[config.mk]
export PLATFORM = sky130hd
export DESIGN_NAME = can_bus_interconnect_flat
export DESIGN_NICKNAME = d
export VERILOG_FILES = /design/src/rtl/can_bus_if.sv /design/src/rtl/can_bus_interconnect.sv /design/src/flat_wrapper.sv
export SDC_FILE = /design/constraint.sdc
export NUM_CORES = 1
export LEC_CHECK = 0
export ABC_AREA = 1
export CAP_MARGIN = 10
export CORE_ASPECT_RATIO = 1.1
export CORE_MARGIN = 10
export CORE_UTILIZATION = 40
export CTS_BUF_LIST = sky130_fd_sc_hd__clkbuf_16
export CTS_CLUSTER_DIAMETER = 150
export CTS_CLUSTER_SIZE = 8
export DETAILED_ROUTE_END_ITERATION = 6
export GPL_ROUTABILITY_DRIVEN = 0
export GPL_TIMING_DRIVEN = 0
export HOLD_SLACK_MARGIN = 0.05
export SYNTH_ARGS = -nofsm -noshare
export SYNTH_HDL_FRONTEND = slang
export SYNTH_SLANG_ARGS = --single-unit
[constraint.sdc]
create_clock -name clk_i -period 2.7 [get_ports clk_i]
set_clock_uncertainty 0.05 [all_clocks]
set_input_delay 0.54 -clock clk_i [delete_from_list [all_inputs] [get_ports clk_i]]
set_output_delay 0.54 -clock clk_i [all_outputs]
set_load 0.01 [all_outputs]
[src/rtl/can_bus_if.sv]
// can_bus_if -- bundles the CAN bus interconnect signals.
//   slave  : interconnect side (takes node TX and config, drives RX/monitors)
//   master : environment side (node controllers, fault/monitor control)
// Signals: tx_i/node_en_i/delay_i per node, rx_o per node, bus_o,
//   bit_time_i, fault_* controls and status, bus_idle_o, edge_cnt_o, edge_clr_i.
interface can_bus_if #(
  parameter int NUM_NODES = 3,
  parameter int DELAY_W   = 5
);
  logic [NUM_NODES-1:0]         tx_i;
  logic [NUM_NODES-1:0]         node_en_i;
  logic [NUM_NODES*DELAY_W-1:0] delay_i;
  logic [NUM_NODES-1:0]         rx_o;
  logic                         bus_o;
  logic [15:0]                  bit_time_i;
  logic [1:0]                   fault_mode_i;
  logic                         fault_arm_i;
  logic [7:0]                   fault_edge_i;
  logic [15:0]                  fault_offset_i;
  logic [15:0]                  fault_len_i;
  logic                         fault_busy_o;
  logic                         fault_done_o;
  logic                         bus_idle_o;
  logic [15:0]                  edge_cnt_o;
  logic                         edge_clr_i;

  modport slave (
    input  tx_i, node_en_i, delay_i, bit_time_i, fault_mode_i, fault_arm_i,
           fault_edge_i, fault_offset_i, fault_len_i, edge_clr_i,
    output rx_o, bus_o, fault_busy_o, fault_done_o, bus_idle_o, edge_cnt_o
  );

  modport master (
    output tx_i, node_en_i, delay_i, bit_time_i, fault_mode_i, fault_arm_i,
           fault_edge_i, fault_offset_i, fault_len_i, edge_clr_i,
    input  rx_o, bus_o, fault_busy_o, fault_done_o, bus_idle_o, edge_cnt_o
  );
endinterface

[src/rtl/can_bus_interconnect.sv]
// can_bus_interconnect -- wired-AND CAN bus model with per-node RX delay,
// armed fault injection, idle detection and falling-edge counting.
// Ports: clk_i, rst_n_i (async, active low), bus (can_bus_if.slave).

// Per-node RX tap: picks the delayed bus value out of the shared history.
module can_rx_tap #(
  parameter int MAX_DELAY = 16,
  parameter int DELAY_W   = 5
) (
  input  logic                 i_en,
  input  logic [DELAY_W-1:0]   i_delay,
  input  logic                 i_bus,
  input  logic [MAX_DELAY-1:0] i_hist,
  output logic                 o_rx
);
  localparam int IDX_W = (MAX_DELAY > 1) ? $clog2(MAX_DELAY) : 1;

  logic [DELAY_W-1:0] w_dm1;
  logic [IDX_W-1:0]   w_idx;

  // Delays beyond the history depth clamp to the oldest entry.
  assign w_dm1 = i_delay - DELAY_W'(1);
  assign w_idx = (int'(i_delay) > MAX_DELAY) ? IDX_W'(MAX_DELAY-1) : IDX_W'(w_dm1);

  always_comb begin
    o_rx = 1'b1;
    if (i_en) o_rx = (i_delay == '0) ? i_bus : i_hist[w_idx];
  end
endmodule

module can_bus_interconnect #(
  parameter int NUM_NODES = 3,
  parameter int MAX_DELAY = 16,
  parameter int DELAY_W   = 5,
  parameter int IDLE_BITS = 11
) (
  input  logic    clk_i,
  input  logic    rst_n_i,
  can_bus_if.slave bus
);
  localparam logic [1:0] S_IDLE   = 2'd0;
  localparam logic [1:0] S_ARMED  = 2'd1;
  localparam logic [1:0] S_WAIT   = 2'd2;
  localparam logic [1:0] S_ACTIVE = 2'd3;

  logic [1:0]           r_state;
  logic [1:0]           r_mode;
  logic [15:0]          r_offset, r_len;
  logic [7:0]           r_ec;
  logic [15:0]          r_oc, r_lc;
  logic                 r_done;
  logic [MAX_DELAY-1:0] r_hist;
  logic                 r_prev_bus, r_prev_raw;
  logic [15:0]          r_edge_cnt;
  logic [23:0]          r_idle_cnt;
  logic                 r_idle;

  logic                 w_raw, w_bus, w_edge, w_raw_edge;
  logic [7:0]           w_edge_tgt;
  logic [15:0]          w_len_m1;
  logic [23:0]          w_prod, w_thresh;
  logic [NUM_NODES-1:0] w_rx;

  // Disabled nodes look recessive on the wire.
  assign w_raw = &(bus.tx_i | ~bus.node_en_i);

  always_comb begin
    w_bus = w_raw;
    if (r_state == S_ACTIVE) begin
      case (r_mode)
        2'b01:   w_bus = 1'b0;
        2'b10:   w_bus = 1'b1;
        2'b11:   w_bus = ~w_raw;
        default: w_bus = w_raw;
      endcase
    end
  end

  assign w_edge     = r_prev_bus & ~w_bus;
  // Trigger edges are counted on the undisturbed wire so the fault cannot retrigger itself.
  assign w_raw_edge = r_prev_raw & ~w_raw;
  assign w_edge_tgt = (bus.fault_edge_i == 8'd0) ? 8'd1 : bus.fault_edge_i;
  assign w_len_m1   = (r_len == 16'd0) ? 16'd0 : r_len - 16'd1;

  // Zero bit time degenerates to "recessive for at least one cycle".
  assign w_prod   = 24'(IDLE_BITS) * {8'd0, bus.bit_time_i};
  assign w_thresh = (w_prod == 24'd0) ? 24'd1 : w_prod;

  always_ff @(posedge clk_i or negedge rst_n_i) begin
    if (!rst_n_i) begin
      r_hist     <= '1;
      r_prev_bus <= 1'b1;
      r_prev_raw <= 1'b1;
      r_edge_cnt <= '0;
      r_idle_cnt <= '0;
      r_idle     <= 1'b0;
    end else begin
      r_hist[0] <= w_bus;
      for (int k = 1; k < MAX_DELAY; k++) r_hist[k] <= r_hist[k-1];
      r_prev_bus <= w_bus;
      r_prev_raw <= w_raw;
      if (bus.edge_clr_i)  r_edge_cnt <= '0;
      else if (w_edge)     r_edge_cnt <= r_edge_cnt + 16'd1;
      if (!w_bus)                 r_idle_cnt <= '0;
      else if (r_idle_cnt != '1)  r_idle_cnt <= r_idle_cnt + 24'd1;
      r_idle <= (r_idle_cnt >= w_thresh);
    end
  end

  always_ff @(posedge clk_i or negedge rst_n_i) begin
    if (!rst_n_i) begin
      r_state  <= S_IDLE;
      r_mode   <= 2'b00;
      r_offset <= '0;
      r_len    <= '0;
      r_ec     <= '0;
      r_oc     <= '0;
      r_lc     <= '0;
      r_done   <= 1'b0;
    end else begin
      r_done <= 1'b0;
      case (r_state)
        S_IDLE: if (bus.fault_arm_i && bus.fault_mode_i != 2'b00) begin
          r_state  <= S_ARMED;
          r_ec     <= '0;
          r_mode   <= bus.fault_mode_i;
          r_offset <= bus.fault_offset_i;
          r_len    <= bus.fault_len_i;
        end
        S_ARMED: if (w_raw_edge) begin
          if (r_ec + 8'd1 == w_edge_tgt) begin
            // Offset counts cycles after the trigger edge; 0 goes straight to ACTIVE.
            if (r_offset == 16'd0) begin
              r_state <= S_ACTIVE;
              r_lc    <= '0;
            end else begin
              r_state <= S_WAIT;
              r_oc    <= 16'd1;
            end
          end else begin
            r_ec <= r_ec + 8'd1;
          end
        end
        S_WAIT: begin
          if (r_oc == r_offset) begin
            r_state <= S_ACTIVE;
            r_lc    <= '0;
          end else begin
            r_oc <= r_oc + 16'd1;
          end
        end
        default: begin
          if (r_lc == w_len_m1) begin
            r_state <= S_IDLE;
            r_done  <= 1'b1;
          end else begin
            r_lc <= r_lc + 16'd1;
          end
        end
      endcase
    end
  end

  genvar n;
  generate
    for (n = 0; n < NUM_NODES; n++) begin : g_tap
      can_rx_tap #(.MAX_DELAY(MAX_DELAY), .DELAY_W(DELAY_W)) u_tap (
        .i_en    (bus.node_en_i[n]),
        .i_delay (bus.delay_i[n*DELAY_W +: DELAY_W]),
        .i_bus   (w_bus),
        .i_hist  (r_hist),
        .o_rx    (w_rx[n])
      );
    end
  endgenerate

  assign bus.rx_o         = w_rx;
  assign bus.bus_o        = w_bus;
  assign bus.fault_busy_o = (r_state != S_IDLE);
  assign bus.fault_done_o = r_done;
  assign bus.bus_idle_o   = r_idle;
  assign bus.edge_cnt_o   = r_edge_cnt;
endmodule

[src/flat_wrapper.sv]
// flat-port wrapper written by rule: the top's interface ports become plain ports
module can_bus_interconnect_flat 
#(
  parameter int NUM_NODES = 3,
  parameter int MAX_DELAY = 16,
  parameter int DELAY_W   = 5,
  parameter int IDLE_BITS = 11
)
  (clk_i, rst_n_i, bus_tx_i, bus_node_en_i, bus_delay_i, bus_bit_time_i, bus_fault_mode_i, bus_fault_arm_i, bus_fault_edge_i, bus_fault_offset_i, bus_fault_len_i, bus_edge_clr_i, bus_rx_o, bus_bus_o, bus_fault_busy_o, bus_fault_done_o, bus_bus_idle_o, bus_edge_cnt_o);
  can_bus_if #(.NUM_NODES(NUM_NODES), .DELAY_W(DELAY_W)) bus_i ();
  input  logic clk_i;
  input  logic rst_n_i;
  input wire logic [$bits(bus_i.tx_i)-1:0] bus_tx_i;
  input wire logic [$bits(bus_i.node_en_i)-1:0] bus_node_en_i;
  input wire logic [$bits(bus_i.delay_i)-1:0] bus_delay_i;
  input wire logic [$bits(bus_i.bit_time_i)-1:0] bus_bit_time_i;
  input wire logic [$bits(bus_i.fault_mode_i)-1:0] bus_fault_mode_i;
  input wire logic [$bits(bus_i.fault_arm_i)-1:0] bus_fault_arm_i;
  input wire logic [$bits(bus_i.fault_edge_i)-1:0] bus_fault_edge_i;
  input wire logic [$bits(bus_i.fault_offset_i)-1:0] bus_fault_offset_i;
  input wire logic [$bits(bus_i.fault_len_i)-1:0] bus_fault_len_i;
  input wire logic [$bits(bus_i.edge_clr_i)-1:0] bus_edge_clr_i;
  output wire logic [$bits(bus_i.rx_o)-1:0] bus_rx_o;
  output wire logic [$bits(bus_i.bus_o)-1:0] bus_bus_o;
  output wire logic [$bits(bus_i.fault_busy_o)-1:0] bus_fault_busy_o;
  output wire logic [$bits(bus_i.fault_done_o)-1:0] bus_fault_done_o;
  output wire logic [$bits(bus_i.bus_idle_o)-1:0] bus_bus_idle_o;
  output wire logic [$bits(bus_i.edge_cnt_o)-1:0] bus_edge_cnt_o;
  assign bus_i.tx_i = bus_tx_i;
  assign bus_i.node_en_i = bus_node_en_i;
  assign bus_i.delay_i = bus_delay_i;
  assign bus_i.bit_time_i = bus_bit_time_i;
  assign bus_i.fault_mode_i = bus_fault_mode_i;
  assign bus_i.fault_arm_i = bus_fault_arm_i;
  assign bus_i.fault_edge_i = bus_fault_edge_i;
  assign bus_i.fault_offset_i = bus_fault_offset_i;
  assign bus_i.fault_len_i = bus_fault_len_i;
  assign bus_i.edge_clr_i = bus_edge_clr_i;
  assign bus_rx_o = bus_i.rx_o;
  assign bus_bus_o = bus_i.bus_o;
  assign bus_fault_busy_o = bus_i.fault_busy_o;
  assign bus_fault_done_o = bus_i.fault_done_o;
  assign bus_bus_idle_o = bus_i.bus_idle_o;
  assign bus_edge_cnt_o = bus_i.edge_cnt_o;
  can_bus_interconnect #(.NUM_NODES(NUM_NODES), .MAX_DELAY(MAX_DELAY), .DELAY_W(DELAY_W), .IDLE_BITS(IDLE_BITS)) u_core (.clk_i(clk_i), .rst_n_i(rst_n_i), .bus(bus_i));
endmodule
# == Word level (Yosys, flattened, before mapping) ==
# Cells that the tools add are included.
# classes
magnitude_cmp,7
add_sub_neg,9
n_eq_ne,20
n_reduce_logical,22
multipliers,1
n_mux,48
bitwise,7
# op_table
op,n
16-bit 2-to-1 mux,12
16-bit by 1-bit adder with 16-bit output (second input constant),3
24-bit 2-to-1 mux,2
16-bit one-hot mux with 3 select lines,1
16-bit equality test,2
16-bit logical NOT,2
8-bit 2-to-1 mux,4
16-bit one-hot mux with 2 select lines,1
24-bit by 1-bit adder with 24-bit output (second input constant),1
24-bit greater-or-equal comparator,1
24-bit logical NOT,1
24-bit inequality test (second input constant),1
4-bit by 16-bit multiplier with 20-bit output (first input constant),1
20-bit 2-to-1 mux,1
8-bit one-hot mux with 2 select lines,1
16-bit by 1-bit subtractor with 16-bit output (second input constant),1
5-bit greater-than comparator (second input constant),3
5-bit logical NOT,3
4-bit by 5-bit < comparator with 1-bit output (second input constant),3
1-bit 2-to-1 mux,13
1-bit binary-select mux with 4-bit select,3
4-bit 2-to-1 mux,3
2-bit by 1-bit inequality test with 1-bit output (second input constant),6
4-bit by 1-bit subtractor with 4-bit output (second input constant),3
other kinds (24),42
# word_totals
regBits,136
in_bits,83
output_inout_bits,23
elab_cells,128

# == Depth between registers and ports, before layout ==
# Gate-level depths: netlist (run 1).
# logic_depth
word_depth,10
depth_mapped,27
depth_no_buf,27

# == By module ==
# A second synthesis (run 1) with hierarchy kept.
# hier_totals
cells_unflattened,1559
hier_area_um2,10844.2
# by_module_without_submodules
module,area_each_um2,seq_area_each_um2,n_inst,cells_each
can_bus_interconnect,9826.9,3399.5,1,1340
can_rx_tap,339.1,0.0,3,73

# == Worst setup path after synthesis (run 1) ==
# OpenSTA, ideal clock, no wires.
# synth_path
path_type,input -> register
start,in bus_bit_time_i[2]
end,"reg u_core.r_idle, in the netlist u_core.bus.bus_idle_o"
setup_slack_ps,-1126
arrival_time_ps,3646
setup_ps,130
n_path_buf,0
stages,23
required_ps,2520
path_cell_list,ha_1 -> inv_1 -> fa_1 -> inv_1 -> ha_1 -> nand2_1 -> o21ai_0 -> a21boi_0 -> nand3b_1 -> nand2_1 -> nand2_1 -> nand2_1 -> nand2_1 -> nor2_1 -> nand4_1 -> nand2_1 -> ha_1 -> a21oi_1 -> o31ai_1 -> nand2_1 -> o311ai_0 -> nand3_1 -> nand4_1
# synth_via
elab_chain_cells,4
# synth_lines
element,line,source
start: declaration,flat_wrapper.sv:16,input wire logic [$bits(bus_i.bit_time_i)-1:0] bus_bit_time_i;
4-bit by 16-bit multiplier with 20-bit output (*),can_bus_interconnect.sv:86,"assign w_prod = 24'(IDLE_BITS) * {8'd0, bus.bit_time_i};"
24-bit logical NOT,can_bus_interconnect.sv:87,assign w_thresh = (w_prod == 24'd0) ? 24'd1 : w_prod;
20-bit 2-to-1 mux (*),can_bus_interconnect.sv:87,
24-bit greater-or-equal comparator (*),can_bus_interconnect.sv:106,r_idle <= (r_idle_cnt >= w_thresh);
end signal: assignment,can_bus_interconnect.sv:106,
end: declaration,can_bus_interconnect.sv:56,logic r_idle;
# Mark *: on every way between the ends. The rest lies on a longest branch, timed or not.
# A chain may end at the register's enable or synchronous reset.

# == Worst setup path in the final report (run 1) ==
# layout_path
start,in bus_bit_time_i[3]
end,"reg u_core.r_idle, in the netlist u_core.bus.bus_idle_o"
# Same word-level chain as after synthesis.

==> results_dict.tcl, run 1 <==
set metrics [dict create \
    reg2reg_slack_ps 200 \
    core_mm2 0.0262 \
    worstMarginPinSlew_ps 701 \
    design_area_mm2 0.0140 \
    cts_buffer_depth 2 \
    drive_above_1_share 0.199 \
    finalPower_mw 9.41 \
    drc_errors 0 \
    grt_usage 0.175 \
    antenna_found_initial 0 \
    synthFlopType "dfrtp_1" \
    cts_buffers 17 \
    dieHeight_um 191 \
    grt_pass1_wl_mm 49.6 \
    p_leak_nw 6.58 \
    async_flop_share 1.00 \
    layout_min_cycle_time_ps 3560 \
    start_util 0.407 \
    dpl.hpwl_mm 22.0 \
    syn_area_per_cell_um2 7.06 \
    grt_pass1_vias 10649 \
    required_ps 2950 \
    vdd_drop_max_mv 0.460 \
    n_fill_cell 2597 \
    floorplan.rows 62 \
    diodes 0 \
    final_core_util 0.536 \
    maxCapViolCount 0 \
    wl_mm 29.7 \
    htree_levels 4 \
    worstSetupStartpointType "input port" \
    period_share 1.32 \
    netlist_instances 1509 \
    critPathMaxFanout 4 \
    yosysUniqueCellTypes 48 \
    top_level_ports 106 \
    synth_edf_count 0 \
    dpl_cell_area_mm2 0.0124 \
    drt_first_iter_violations 551 \
    syn_area_mm2 0.0107 \
    rsz0062_at_grt "yes" \
    clk_latency_ps 420 \
    worstPathArrival_ps 3810 \
    critPathCaptureType "flop" \
    ant_nets 0 \
    maxClockFrequency_ghz 0.281 \
    synthesis.nets 1676 \
    vias 10553 \
    cts_tree "yes" \
    die_area_mm2 0.0336 \
    grt_max_degree 74 \
    setup_slack_ps -858 \
    first_pass_iters 5 \
    multi_input_area_mm2 0.00699 \
    slew_viol_final 0 \
    root_buffer "clkbuf_16" \
    violations "setup timing" \
    hold_ws_ps 80.9 \
    area_delta_synth_final_pct 31.8 \
    max_slew_margin 0.529 \
    overflow 0 \
    port_buffers 105 \
    place_ws_ps -1880 \
    power.density_mw_per_mm2 670 \
    die_width_um 176 \
    clkTransAtPathRegs_ps 60 \
    wl_per_cell_um 14.3 \
    fin_nets 1871 \
    final-hold-violation-count 0 \
    regArea_mm2 0.00340 \
    finalSetupViolCount 1 \
    final_cell_mix "nand2_1 (294), inv_1 (212), nor2_1 (131)" \
    hold_path.class "input port to async pin" \
    path_class "input port to flop" \
    seq_area_frac_synth 0.319 \
    layout_commonest_cell "nand2_1" \
    clock_sinks 135 \
    viasPerCell 5.10 \
    status "finished with violations" \
    ys_warn_count 0 \
    synth_seq_cells 135 \
]
==> kinds of logic (layout without fill, tap and decap cells) <==
kind of cell	Yosys count	count (layout)	share of synthesized area
AO/OA/AOI/OAI	240	240	0.123
XOR/XNOR	50	50	0.0411
adder cells (fa/ha/maj)	84	84	0.108
buffers and inverters	273	481	0.101
flip-flops	135	135	0.319
multiplexers	10	10	0.0106
AND/OR/NAND/NOR	717	717	0.298
==> cell type report <==
type / instances / area share
Multi-Input combinational cell: 1101 / 0.498
Sequential cell: 135 / 0.242
Timing Repair Buffer: 180 / 0.112
Inverter: 240 / 0.0650
Clock buffer: 18 / 0.0321
Tap cell: 352 / 0.0313
Buffer: 29 / 0.0133
Clock inverter: 14 / 0.00668
==> synthesized netlist by cell type, types with 4 or more instances <==
library cell | instances | area share
dfrtp_1 | 118 | 0.28
nand3_1 | 117 | 0.055
nor2_2 | 4 | 0.0023
or2_2 | 9 | 0.0053
nand2_1 | 326 | 0.11
ha_1 | 71 | 0.083
nor3_1 | 36 | 0.017
clkbuf_1 | 19 | 0.0067
nor2_1 | 140 | 0.049
inv_1 | 239 | 0.084
o31ai_1 | 8 | 0.0056
nand4_1 | 56 | 0.033
a211oi_1 | 4 | 0.0028
nor3b_1 | 4 | 0.0028
a21oi_1 | 106 | 0.050
dfstp_2 | 17 | 0.042
xnor2_1 | 13 | 0.011
xor2_1 | 37 | 0.030
o211ai_1 | 12 | 0.0085
o21ai_1 | 8 | 0.0038
mux2_2 | 10 | 0.011
buf_6 | 4 | 0.0042
buf_4 | 5 | 0.0035
fa_1 | 13 | 0.024
a31oi_1 | 6 | 0.0035
o21ai_0 | 86 | 0.040
nor4_1 | 9 | 0.0053
==> layer usage <==
metal,wire [µm],GRT usage,share of wire,up-vias
li1,-,-,-,5360
met2,15000,0.317,0.51,191
met4,396,0.0470,0.013,0
met3,903,0.0266,0.030,35
met1,13300,0.209,0.45,4967
met5,0,0,0,-
==> worst max-delay path: stages <==
cell      delay (ps)
buf_2            150
ha_4             270
fa_1             440
ha_4             330
buf_12           110
nand2_4           40
o21ai_4          200
nand3_2          110
nand2_2          110
nand2_1           60
nand2_1          100
xnor2_2          150
nand2_1           70
nor2_1           100
nand4_1          150
nand2_1          150
ha_4             210
a21oi_2          130
o31ai_2           70
nand2_1           70
o311ai_1          80
nand3_1           80
nand4_1           80
==> final timing paths <==
kind	start	end	cells after the start
setup reg to reg	u_core.r_ec[0]$_DFFE_PN0P_	u_core.r_lc[8]$_DFFE_PN0P_	14
min in group clk_i	u_core.r_hist[7]$_DFF_PN1_	u_core.r_hist[8]$_DFF_PN1_	0
setup / recovery	bus_bit_time_i[3]	u_core.bus.bus_idle_o$_DFF_PN0_	23
max in group asynchronous	rst_n_i	u_core.r_hist[2]$_DFF_PN1_	2
hold reg to reg	u_core.r_hist[7]$_DFF_PN1_	u_core.r_hist[8]$_DFF_PN1_	0
hold / removal	rst_n_i	u_core.r_offset[10]$_DFFE_PN0P_	1
==> timing repair <==
item	CTS	global route
hold buffers	0	0
setup buffers	53	18
gates cloned	2	1
resized for setup	232	97
endpoints found under the setup margin	20	40
pin swaps	81	40
==> stage by stage <==
stage,TNS [ps],instances
after floorplan,-805,1509
after global placement,-616580,1966
after detailed placement,-25770,1967
after CTS,-1420,2052
after global routing,-1070,2069
final,-858,2069
==> flip-flops by register name, summed over array words and instances, names as in the netlist <==
register	cells
u_core.r_lc	16
u_core.r_len	16
u_core.r_mode	2
u_core.r_offset	16
u_core.r_idle_cnt	24
u_core.r_hist	16
u_core.bus.fault_done_o	1
u_core.bus.bus_idle_o	1
u_core.r_prev_raw	1
u_core.bus.edge_cnt_o	16
u_core.r_state	2
u_core.r_ec	8
u_core.r_oc	16
==> report_power, final <==
part / switching (mW) / leakage, nW / internal (mW)
combinational: 2.58 / 4.58 / 1.81
sequential: 0.394 / 1.72 / 2.44
clock: 0.949 / 0.280 / 1.23
(Power assumes the default switching activity.)
==> run 2: changes to the inputs <==
Settings changed: CELL_PAD_IN_SITES_DETAIL_PLACEMENT from default to 1, CELL_PAD_IN_SITES_GLOBAL_PLACEMENT from default to 2, CORE_UTILIZATION 40 to 30, PLACE_DENSITY_LB_ADDON from default to 0.1, RECOVER_POWER from default to 100.
==> run 2 against run 1 <==
The run still ends with setup timing left. Sequential share of layout area fell by 0.69 points. Die area increased by 29%. Non-clock buffer count increased by 6. Critical endpoint unchanged. Clock power rose by 13%. Via count increased by 0.77%. Utilization decreased by 12 points. Critical path type unchanged.
==> results_dict.tcl, run 2 (synthesis results as in run 1) <==
set metrics [dict create \
    overflow 0 \
    critPathMaxFanout 4 \
    grtUsageMet1 0.206 \
    wl_mm 35.1 \
    place_ws_ps -2050 \
    hold_path.class "flop to flop" \
    fin_nets 1877 \
    ant_nets 0 \
    start_util 0.303 \
    rsz0062_at_grt "yes" \
    layout_min_cycle_time_ps 3620 \
    status "finished with violations" \
    vias 10634 \
    final_cell_mix "nand2_1 (283), inv_1 (205), nor2_1 (132)" \
    max_slew_margin 0.171 \
    crit_buf_inv 8 \
    period_share 1.34 \
    power.density_mw_per_mm2 693 \
    cts_buffer_depth 2 \
    maxClockFrequency_ghz 0.276 \
    layout.cells.non_filler 2167 \
    die_width_um 200 \
    clock_sinks 135 \
    vdd_drop_max_mv 0.339 \
    dieHeight_um 218 \
    path_cells "buf_12 > buf_4 > ha_4 > fa_2 > ha_4 > a21oi_4 > a21boi_4 > nand3b_1 > nand2_1 > nand2_1 > nand2_2 > buf_4 > buf_4 > buf_4 > buf_4 > buf_4 > ha_1 > nand4_1 > inv_2 > nand4_1 > nand4_1" \
    diodes 0 \
    cpMostUsedCell "buf_4" \
    final-hold-violation-count 0 \
    slew_viol_final 0 \
    dp_cells 2059 \
    worstMarginPinSlew_ps 1240 \
    area_delta_synth_final_pct 35.7 \
    htree_levels 4 \
    first_pass_iters 4 \
    p_leak_nw 6.69 \
    die_area_mm2 0.0435 \
    root_buffer "clkbuf_16" \
    drt_first_iter_violations 358 \
    viasPerCell 4.91 \
    largest_reg_flops 24 \
    clkTransAtPathRegs_ps 60 \
    grt_util_met3 0.0228 \
    top_level_ports 106 \
    dpl.hpwl_mm 27.0 \
    antenna_found_initial 0 \
    port_buffers 105 \
    floorplan.rows 72 \
    finalPower_mw 10.0 \
    maxCapViolCount 0 \
    layout_commonest_cell "nand2_1" \
    path_class "input port to flop" \
    use_met2 0.292 \
    crit_slowest_cell "fa_2" \
    grt_pass1_wl_mm 58.0 \
    largest-register "u_core.r_idle_cnt" \
    final.setup.tns_ps -9490 \
    worstSetupStartpointType "input port" \
    grt_pass1_vias 11256 \
    grt_max_degree 89 \
    slowest_delay_ps 560 \
    setup_slack_ps -919 \
    cts_tree "yes" \
    clk_latency_ps 430 \
    wl_per_cell_um 16.2 \
    cts_buffers 17 \
    worstPathArrival_ps 3930 \
    required_ps 3010 \
    grt.busiest_layer "met2" \
    violations "setup timing" \
    grt_usage 0.164 \
    finalSetupViolCount 52 \
    final_core_util 0.412 \
    cp_top_family "adder cells" \
    drc_errors 0 \
    core_mm2 0.0351 \
    critPathCaptureType "flop" \
    drive_above_1_share 0.208 \
]
## run 2: cell count changes in the layout (fill, tap and decap cells not counted), moves of 8 or more
cell	before	now
buf_2	20	12
clkdlybuf4s50_1	64	49
dfstp_1	0	9
dfstp_2	17	8
dlygate4sd3_1	0	20
nand2_1	294	283
nand2_2	23	31
## run 2: cell type report
cell class                 count  area, µm²
inverter                     240        923
clock inverter                15        178
fill                        4304      20700
tap                          444        556
sequential                   135       3400
clock buffer                  17        425
timing repair buffer         186       1680
multi-input combinational   1101       7120
buffer                        29        188
## run 2: metal layers
metal	wire length (µm)	up-vias
met4	338	0
met3	742	21
met5	0	-
li1	-	5355
met2	17700	97
met1	16300	5161
## run 2: worst paths after layout
check	slack, ps	endpoint	depth (start not counted)	startpoint
max	-920	u_core.bus.bus_idle_o$_DFF_PN0_	21	bus_bit_time_i[4]
min	320	u_core.r_hist[8]$_DFF_PN1_	0	u_core.r_hist[7]$_DFF_PN1_
max reg2reg	60	u_core.r_lc[9]$_DFFE_PN0P_	16	u_core.r_len[0]$_DFFE_PN0P_
min reg2reg	320	u_core.r_hist[8]$_DFF_PN1_	0	u_core.r_hist[7]$_DFF_PN1_
max in group asynchronous	210	u_core.r_ec[0]$_DFFE_PN0P_	3	rst_n_i
min in group asynchronous	880	u_core.r_idle_cnt[8]$_DFFE_PN0P_	2	rst_n_i
## run 2: metrics by stage
| step | hold WS, ps | cell area, µm² |
|---|---|---|
| global placement | 304 | 12500 |
| detailed placement | 307 | 12500 |
| floorplan | 194 | 10900 |
| finish | 317 | 14500 |
| global route | 320 | 14500 |
| CTS | 315 | 14000 |
## run 2: power breakdown
| part | internal (mW) | total (mW) | leakage, nW | switching [mW] |
|---|---|---|---|---|
| Clock | 1.46 | 2.47 | 0.284 | 1.01 |
| Combinational | 1.95 | 4.74 | 4.69 | 2.79 |
| Sequential | 2.43 | 2.82 | 1.72 | 0.392 |
| Total | 5.83 | 10.0 | 6.69 | 4.19 |
## run 2: what timing repair did
action | CTS | global route
cloned | 2 | 1
hold endpoints to repair | 31 | 0
pin swaps | 85 | 87
endpoints found under the setup margin | 42 | 52
hold buffers | 1 | 0
resized for setup | 259 | 133
setup buffers | 54 | 22
==> RTL change 1 (flow settings as in run 1) <==
`DELAY_W` is set to 5 in 4 places; all go to 10.
--- a/src/rtl/can_bus_if.sv
+++ b/src/rtl/can_bus_if.sv
@@ -5,7 +5,7 @@
 //   bit_time_i, fault_* controls and status, bus_idle_o, edge_cnt_o, edge_clr_i.
 interface can_bus_if #(
   parameter int NUM_NODES = 3,
-  parameter int DELAY_W   = 5
+  parameter int DELAY_W   = 10
 );
   logic [NUM_NODES-1:0]         tx_i;
   logic [NUM_NODES-1:0]         node_en_i;
--- a/src/rtl/can_bus_interconnect.sv
+++ b/src/rtl/can_bus_interconnect.sv
@@ -5,7 +5,7 @@
 // Per-node RX tap: picks the delayed bus value out of the shared history.
 module can_rx_tap #(
   parameter int MAX_DELAY = 16,
-  parameter int DELAY_W   = 5
+  parameter int DELAY_W   = 10
 ) (
   input  logic                 i_en,
   input  logic [DELAY_W-1:0]   i_delay,
@@ -31,7 +31,7 @@
 module can_bus_interconnect #(
   parameter int NUM_NODES = 3,
   parameter int MAX_DELAY = 16,
-  parameter int DELAY_W   = 5,
+  parameter int DELAY_W   = 10,
   parameter int IDLE_BITS = 11
 ) (
   input  logic    clk_i,
--- a/src/flat_wrapper.sv
+++ b/src/flat_wrapper.sv
@@ -3,7 +3,7 @@
 #(
   parameter int NUM_NODES = 3,
   parameter int MAX_DELAY = 16,
-  parameter int DELAY_W   = 5,
+  parameter int DELAY_W   = 10,
   parameter int IDLE_BITS = 11
 )
   (clk_i, rst_n_i, bus_tx_i, bus_node_en_i, bus_delay_i, bus_bit_time_i, bus_fault_mode_i, bus_fault_arm_i, bus_fault_edge_i, bus_fault_offset_i, bus_fault_len_i, bus_edge_clr_i, bus_rx_o, bus_bus_o, bus_fault_busy_o, bus_fault_done_o, bus_bus_idle_o, bus_edge_cnt_o);
Interface: changed (resized bus_delay_i); port bits go from 106 to 121. The function was not compared with the original's and may differ.
==> RTL change 1 against run 1 <==
The run still ends with negative setup slack left. Power shrank 1.1%. Critical path type unchanged. Setup slack better by 0.012 ns. Utilization increased by 0.59 points. Highest routed layer unchanged. Cell area rose by 1.4%. Largest cell class unchanged. Critical path depth rose by 1. Sequential power hardly changed. Routed wire length about the same. Sequential cell count unchanged. Final cell count shrank 0.82%. Area after synthesis is 0.56% higher.
==> RTL change 1: results (changes against run 1) <==
* Number of global-route vias before repair at 10319 (was 10649)
* Nets in the synthesized netlist at 1669 (was 1676)
* Maximum number of pins on one net before global-route repair at 78 (was 74)
* Final worst-path setup slack at -0.847 ns (was -0.858 ns)
* Total routed wirelength at 29600 um (was 29700 um)
* Nets at 1872 (was 1871)
* Placed cell count at 1956 (was 1967)
* Worst hold-check path type: reg2reg (was in2async)
* IO Port Bufs at 119 (was 105)
* Sw Share at 0.416 (was 0.417)
* Transition time at the pin with the least slew margin at 0.709 ns (was 0.701 ns)
* Worst setup slack for register-to-register paths at 0.26 ns (was 0.20 ns)
* Run status: complete, but fails checks (unchanged)
* Data arrival, critical path at 3.79 ns (was 3.81 ns)
* Stage delay of the slowest cell on the critical path at 0.52 ns (was 0.44 ns)
* Ratio of cells with drive above 1 in the final layout at 0.223 (was 0.199)
* Synth unique cells at 52 (was 48)
* Top cells by instance count after synthesis: nand2_1 (332), inv_1 (205), nor2_1 (150) (was nand2_1 (326), inv_1 (239), nor2_1 (140))
* Max VDD drop at 410 uV (was 460 uV)
* GR Util All Layers at 0.175 (about the same)
* Final hold slack at 0.312 ns (was 0.0809 ns)
* Number of fill cells at 2486 (was 2597)
* Hold Buf Count CTS at 1 (was 0)
* Failing checks: negative setup slack (unchanged)
* Setup-failing EPs final at 1 (unchanged)
* Per-instance average area after synthesis at 7.22 um2 (was 7.06 um2)
## RTL change 1: cell types whose count changed in the layout (fill, tap and decap cells not counted), sizes merged, moves of 6 or more
cell | run 1 | this run
a21oi | 107 | 91
buf | 115 | 106
clkbuf | 33 | 47
inv | 245 | 220
mux2 | 10 | 16
nand2 | 331 | 339
nand3 | 120 | 104
nand4 | 57 | 46
nor2 | 145 | 164
nor3 | 36 | 46
o21ai | 94 | 73
xnor2 | 13 | 30
## RTL change 1: cells by family after synthesis
kind of cell    count (synthesis)  share of synthesized area
compound gates                209                      0.110
simple gates                  723                      0.298
xor+xnor                       68                     0.0556
mux                            16                     0.0168
buf+inv                       246                     0.0917
fa+ha+maj                      87                      0.111
flops                         135                      0.317
## RTL change 1: area by class of cell
cell class                 count  area (um2)  share of cell area
inverter                     215         847              0.0595
clock buffer                  17         425              0.0299
buffer                        28         186              0.0131
tap                          352         440              0.0309
multi-input combinational   1105        7200               0.506
timing repair buffer         185        1610               0.113
clock inverter                15         134             0.00940
sequential                   135        3400               0.239
## RTL change 1: through the flow
step	instance area [um2]	setup WS (ns)	TNS, ns	power (mW)	util
6_report	14200	-0.847	-0.847	9.31	0.542
3_5_place_dp	12600	-1.94	-20.77	6.48	0.478
4_1_cts	14000	-0.769	-0.769	9.28	0.533
3_3_place_gp	12500	-4.62	-610.32	6.43	0.477
5_1_grt	14200	-1.03	-1.14	10.0	0.542
2_1_floorplan	10900	-0.816	-0.816	5.40	-
## RTL change 1: final timing paths
kind / end / startpoint
max in group asynchronous: u_core.r_hist[2] / rst_n_i
worst min register to register: u_core.r_hist[3] / u_core.r_hist[2]
worst min-delay path: u_core.r_hist[3] / u_core.r_hist[2]
min in group asynchronous: u_core.r_offset[3] / rst_n_i
worst max register to register: u_core.r_oc[13] / u_core.r_ec[0]
worst max-delay path: u_core.bus.bus_idle_o / bus_bit_time_i[2]
## RTL change 1: per-layer routing
metal | up-vias | track usage | part of all wire | wire length, um
met5 | - | 0 | 0 | 0
met4 | 0 | 0.0437 | 0.013 | 396
met3 | 26 | 0.0299 | 0.031 | 908
met2 | 161 | 0.312 | 0.51 | 15000
met1 | 4861 | 0.215 | 0.45 | 13300
li1 | 5281 | - | - | -
## RTL change 1: worst reg2reg max path, delay by kind of cell (launching register included)
family,cells,cell delay (ns)
simple gates,3,0.52
xor+xnor,2,0.42
fa+ha+maj,1,0.26
flops,1,0.42
buf+inv,2,0.34
compound gates,2,0.33
## RTL change 1: power by group through the flow
stage | clock [mW] | sequential, mW | combinational (mW)
final | 2.25 | 2.83 | 4.23
after global routing | 2.40 | 2.89 | 4.75
after CTS | 2.31 | 2.82 | 4.15
after detailed placement | 0 | 2.85 | 3.63
after global placement | 0 | 2.85 | 3.58
after floorplan | 0 | 2.74 | 2.67
==> RTL change 2 (settings of run 1) <==
Made on the original files. Reset style: synchronous (`rst_n_i`), changed in 2 clocked blocks. Comments in the files are not updated.
--- a/src/rtl/can_bus_interconnect.sv
+++ b/src/rtl/can_bus_interconnect.sv
@@ -86,7 +86,7 @@
   assign w_prod   = 24'(IDLE_BITS) * {8'd0, bus.bit_time_i};
   assign w_thresh = (w_prod == 24'd0) ? 24'd1 : w_prod;
 
-  always_ff @(posedge clk_i or negedge rst_n_i) begin
+  always_ff @(posedge clk_i) begin
     if (!rst_n_i) begin
       r_hist     <= '1;
       r_prev_bus <= 1'b1;
@@ -107,7 +107,7 @@
     end
   end
 
-  always_ff @(posedge clk_i or negedge rst_n_i) begin
+  always_ff @(posedge clk_i) begin
     if (!rst_n_i) begin
       r_state  <= S_IDLE;
       r_mode   <= 2'b00;
Formal check against the unedited RTL: differs if rst_n_i is asserted again (counterexample within 4 cycles, from zero or initial values and one cycle with rst_n_i low); with rst_n_i held inactive, the same outputs for 4 cycles.
==> RTL change 2 against run 1 <==
The flow still finishes with violations (negative setup slack). Synthesized cell count increased by 4.5%. Setup slack got worse by 0.22 ns. Clock power increased by 8%. Sequential cell count unchanged. Cell area decreased by 2.8%. Non-clock buffer count decreased by 20. Routed wire length decreased by 0.96%. Area after synthesis decreased by 3.3%. Power decreased by 4.6%.
==> RTL change 2: results (changes against run 1) <==
* Synth unique cells at 52 (was 48)
* Detailed Place HPWL at 22100 um (was 22000 um)
* Switching power of the nets at 3.87 mW (was 3.93 mW)
* Vias per cell at 5.01 (was 5.10)
* Maximum clock insertion buffer count at 2 (unchanged)
* Synth Instances at 1577 (was 1509)
* Ratio of cells with drive above 1 in the final layout at 0.183 (was 0.199)
* DR iter-0 viols at 451 (was 551)
* Avg WL per Cell at 14.0 um (was 14.3 um)
* Largest register by flop count: u_core.r_idle_cnt (unchanged)
* Setup-failing EPs final at 1 (unchanged)
* Pre-CTS worst setup slack at -2.15 ns (was -1.88 ns)
* Data arrival, critical path at 4.06 ns (was 3.81 ns)
* Wire length of the first global-routing pass at 47900 um (was 49600 um)
* Ys async rst share at 0 (was 1.00)
* Hold Buf Count CTS at 0 (unchanged)
* Final worst-path setup slack at -1.08 ns (was -0.858 ns)
* Maximum number of pins on one net before global-route repair at 17 (was 74)
* Share of power burned in combinational logic at 0.479 (was 0.467)
* Stage delay of the slowest cell on the critical path at 0.48 ns (was 0.44 ns)
* Failing checks: negative setup slack (unchanged)
* Nets in the synthesized netlist at 1744 (was 1676)
* Area after detailed placement at 11900 um2 (was 12400 um2)
* Critical R2R Launch: u_core.r_state[0] (was u_core.r_ec[0])
* Clock insertion delay at the later pin of the skew report at 0.44 ns (was 0.42 ns)
* Proportion of synthesized chip area in sequential cells at 0.262 (was 0.319)
* Top delay family on crit path: simple AND/OR/NAND/NOR gates (was adder cells)
* Top cells by instance count after synthesis: nand2_1 (322), inv_1 (239), nor2_1 (152) (was nand2_1 (326), inv_1 (239), nor2_1 (140))
* Worst hold-check path type: reg2reg (was in2async)
* Static Leak at 5.87 nW (was 6.58 nW)
* Max FO, Critical Path at 5 (was 4)
* Nets at 1913 (was 1871)
* Power attributed to sequential cells at 2.32 mW (was 2.83 mW)
* Run status: complete, but fails checks (unchanged)
* Max VDD drop at 456 uV (was 460 uV)
* Total routed wirelength at 29400 um (was 29700 um)
* Transition time at the pin with the least slew margin at 0.689 ns (was 0.701 ns)
* Number of global-route vias before repair at 10111 (was 10649)
* Number of detailed-route iterations in the first pass at 7 (was 5)
* Placed cell count at 2027 (was 1967)
* PwrDens at 657 nW/um2 (was 670 nW/um2)
* Synth top area cells: dfxtp_1 (26%), nand2_1 (12%), inv_1 (8.7%), ha_1 (8.6%), a21oi_1 (6.9%) (was dfrtp_1 (28%), nand2_1 (11%), inv_1 (8.4%), ha_1 (8.3%), nand3_1 (5.5%))
* IO Port Bufs at 104 (was 105)
* GR Util All Layers at 0.174 (was 0.175)
## RTL change 2: logic make-up (layout without fill, tap and decap cells)
kind of cell             Yosys count  after routing  share of synthesized area
adder cells (fa/ha/maj)           84             84                      0.111
AND/OR/NAND/NOR                  734            734                      0.321
XOR/XNOR                          60             60                     0.0510
buffers and inverters            281            463                      0.107
flip-flops                       135            135                      0.262
AO/OA/AOI/OAI                    283            283                      0.148
## RTL change 2: final timing paths
kind,end,slack [ns],depth (start not counted)
hold / removal,u_core.r_hist[4],0.42,2
setup reg to reg,u_core.r_oc[13],0.21,9
setup / recovery,u_core.bus.bus_idle_o,-1.08,25
hold reg to reg,u_core.r_hist[4],0.42,2
## RTL change 2: per-stage QoR
step / setup TNS, ns / util
floorplan: -0.944 / -
global placement: -25.56 / 0.471
detailed placement: -28.42 / 0.471
CTS: -1.03 / 0.521
global route: -1.33 / 0.539
finish: -1.08 / 0.539
## RTL change 2: what timing repair did
action	in CTS	in global routing
gates resized for setup	234	121
pin swaps	77	73
endpoints found under the setup margin	25	49
buffers inserted	36	10
gates cloned	3	0
endpoints found under the hold margin	0	0
## RTL change 2: layer usage
layer / share of wire / track usage / vias up
li1: - / - / 5501
met1: 0.46 / 0.212 / 4827
met2: 0.50 / 0.310 / 189
met3: 0.030 / 0.0264 / 27
met4: 0.014 / 0.0478 / 0
met5: 0 / 0 / -
## RTL change 2: final cells by class
cell class | count | area (um2)
Multi-Input combinational cell | 1161 | 7400
Fill cell | 2516 | 11700
Inverter | 242 | 943
Sequential cell | 135 | 2700
Timing Repair Buffer | 153 | 1390
Clock inverter | 15 | 158
Buffer | 36 | 210
Tap cell | 346 | 433
Clock buffer | 17 | 425
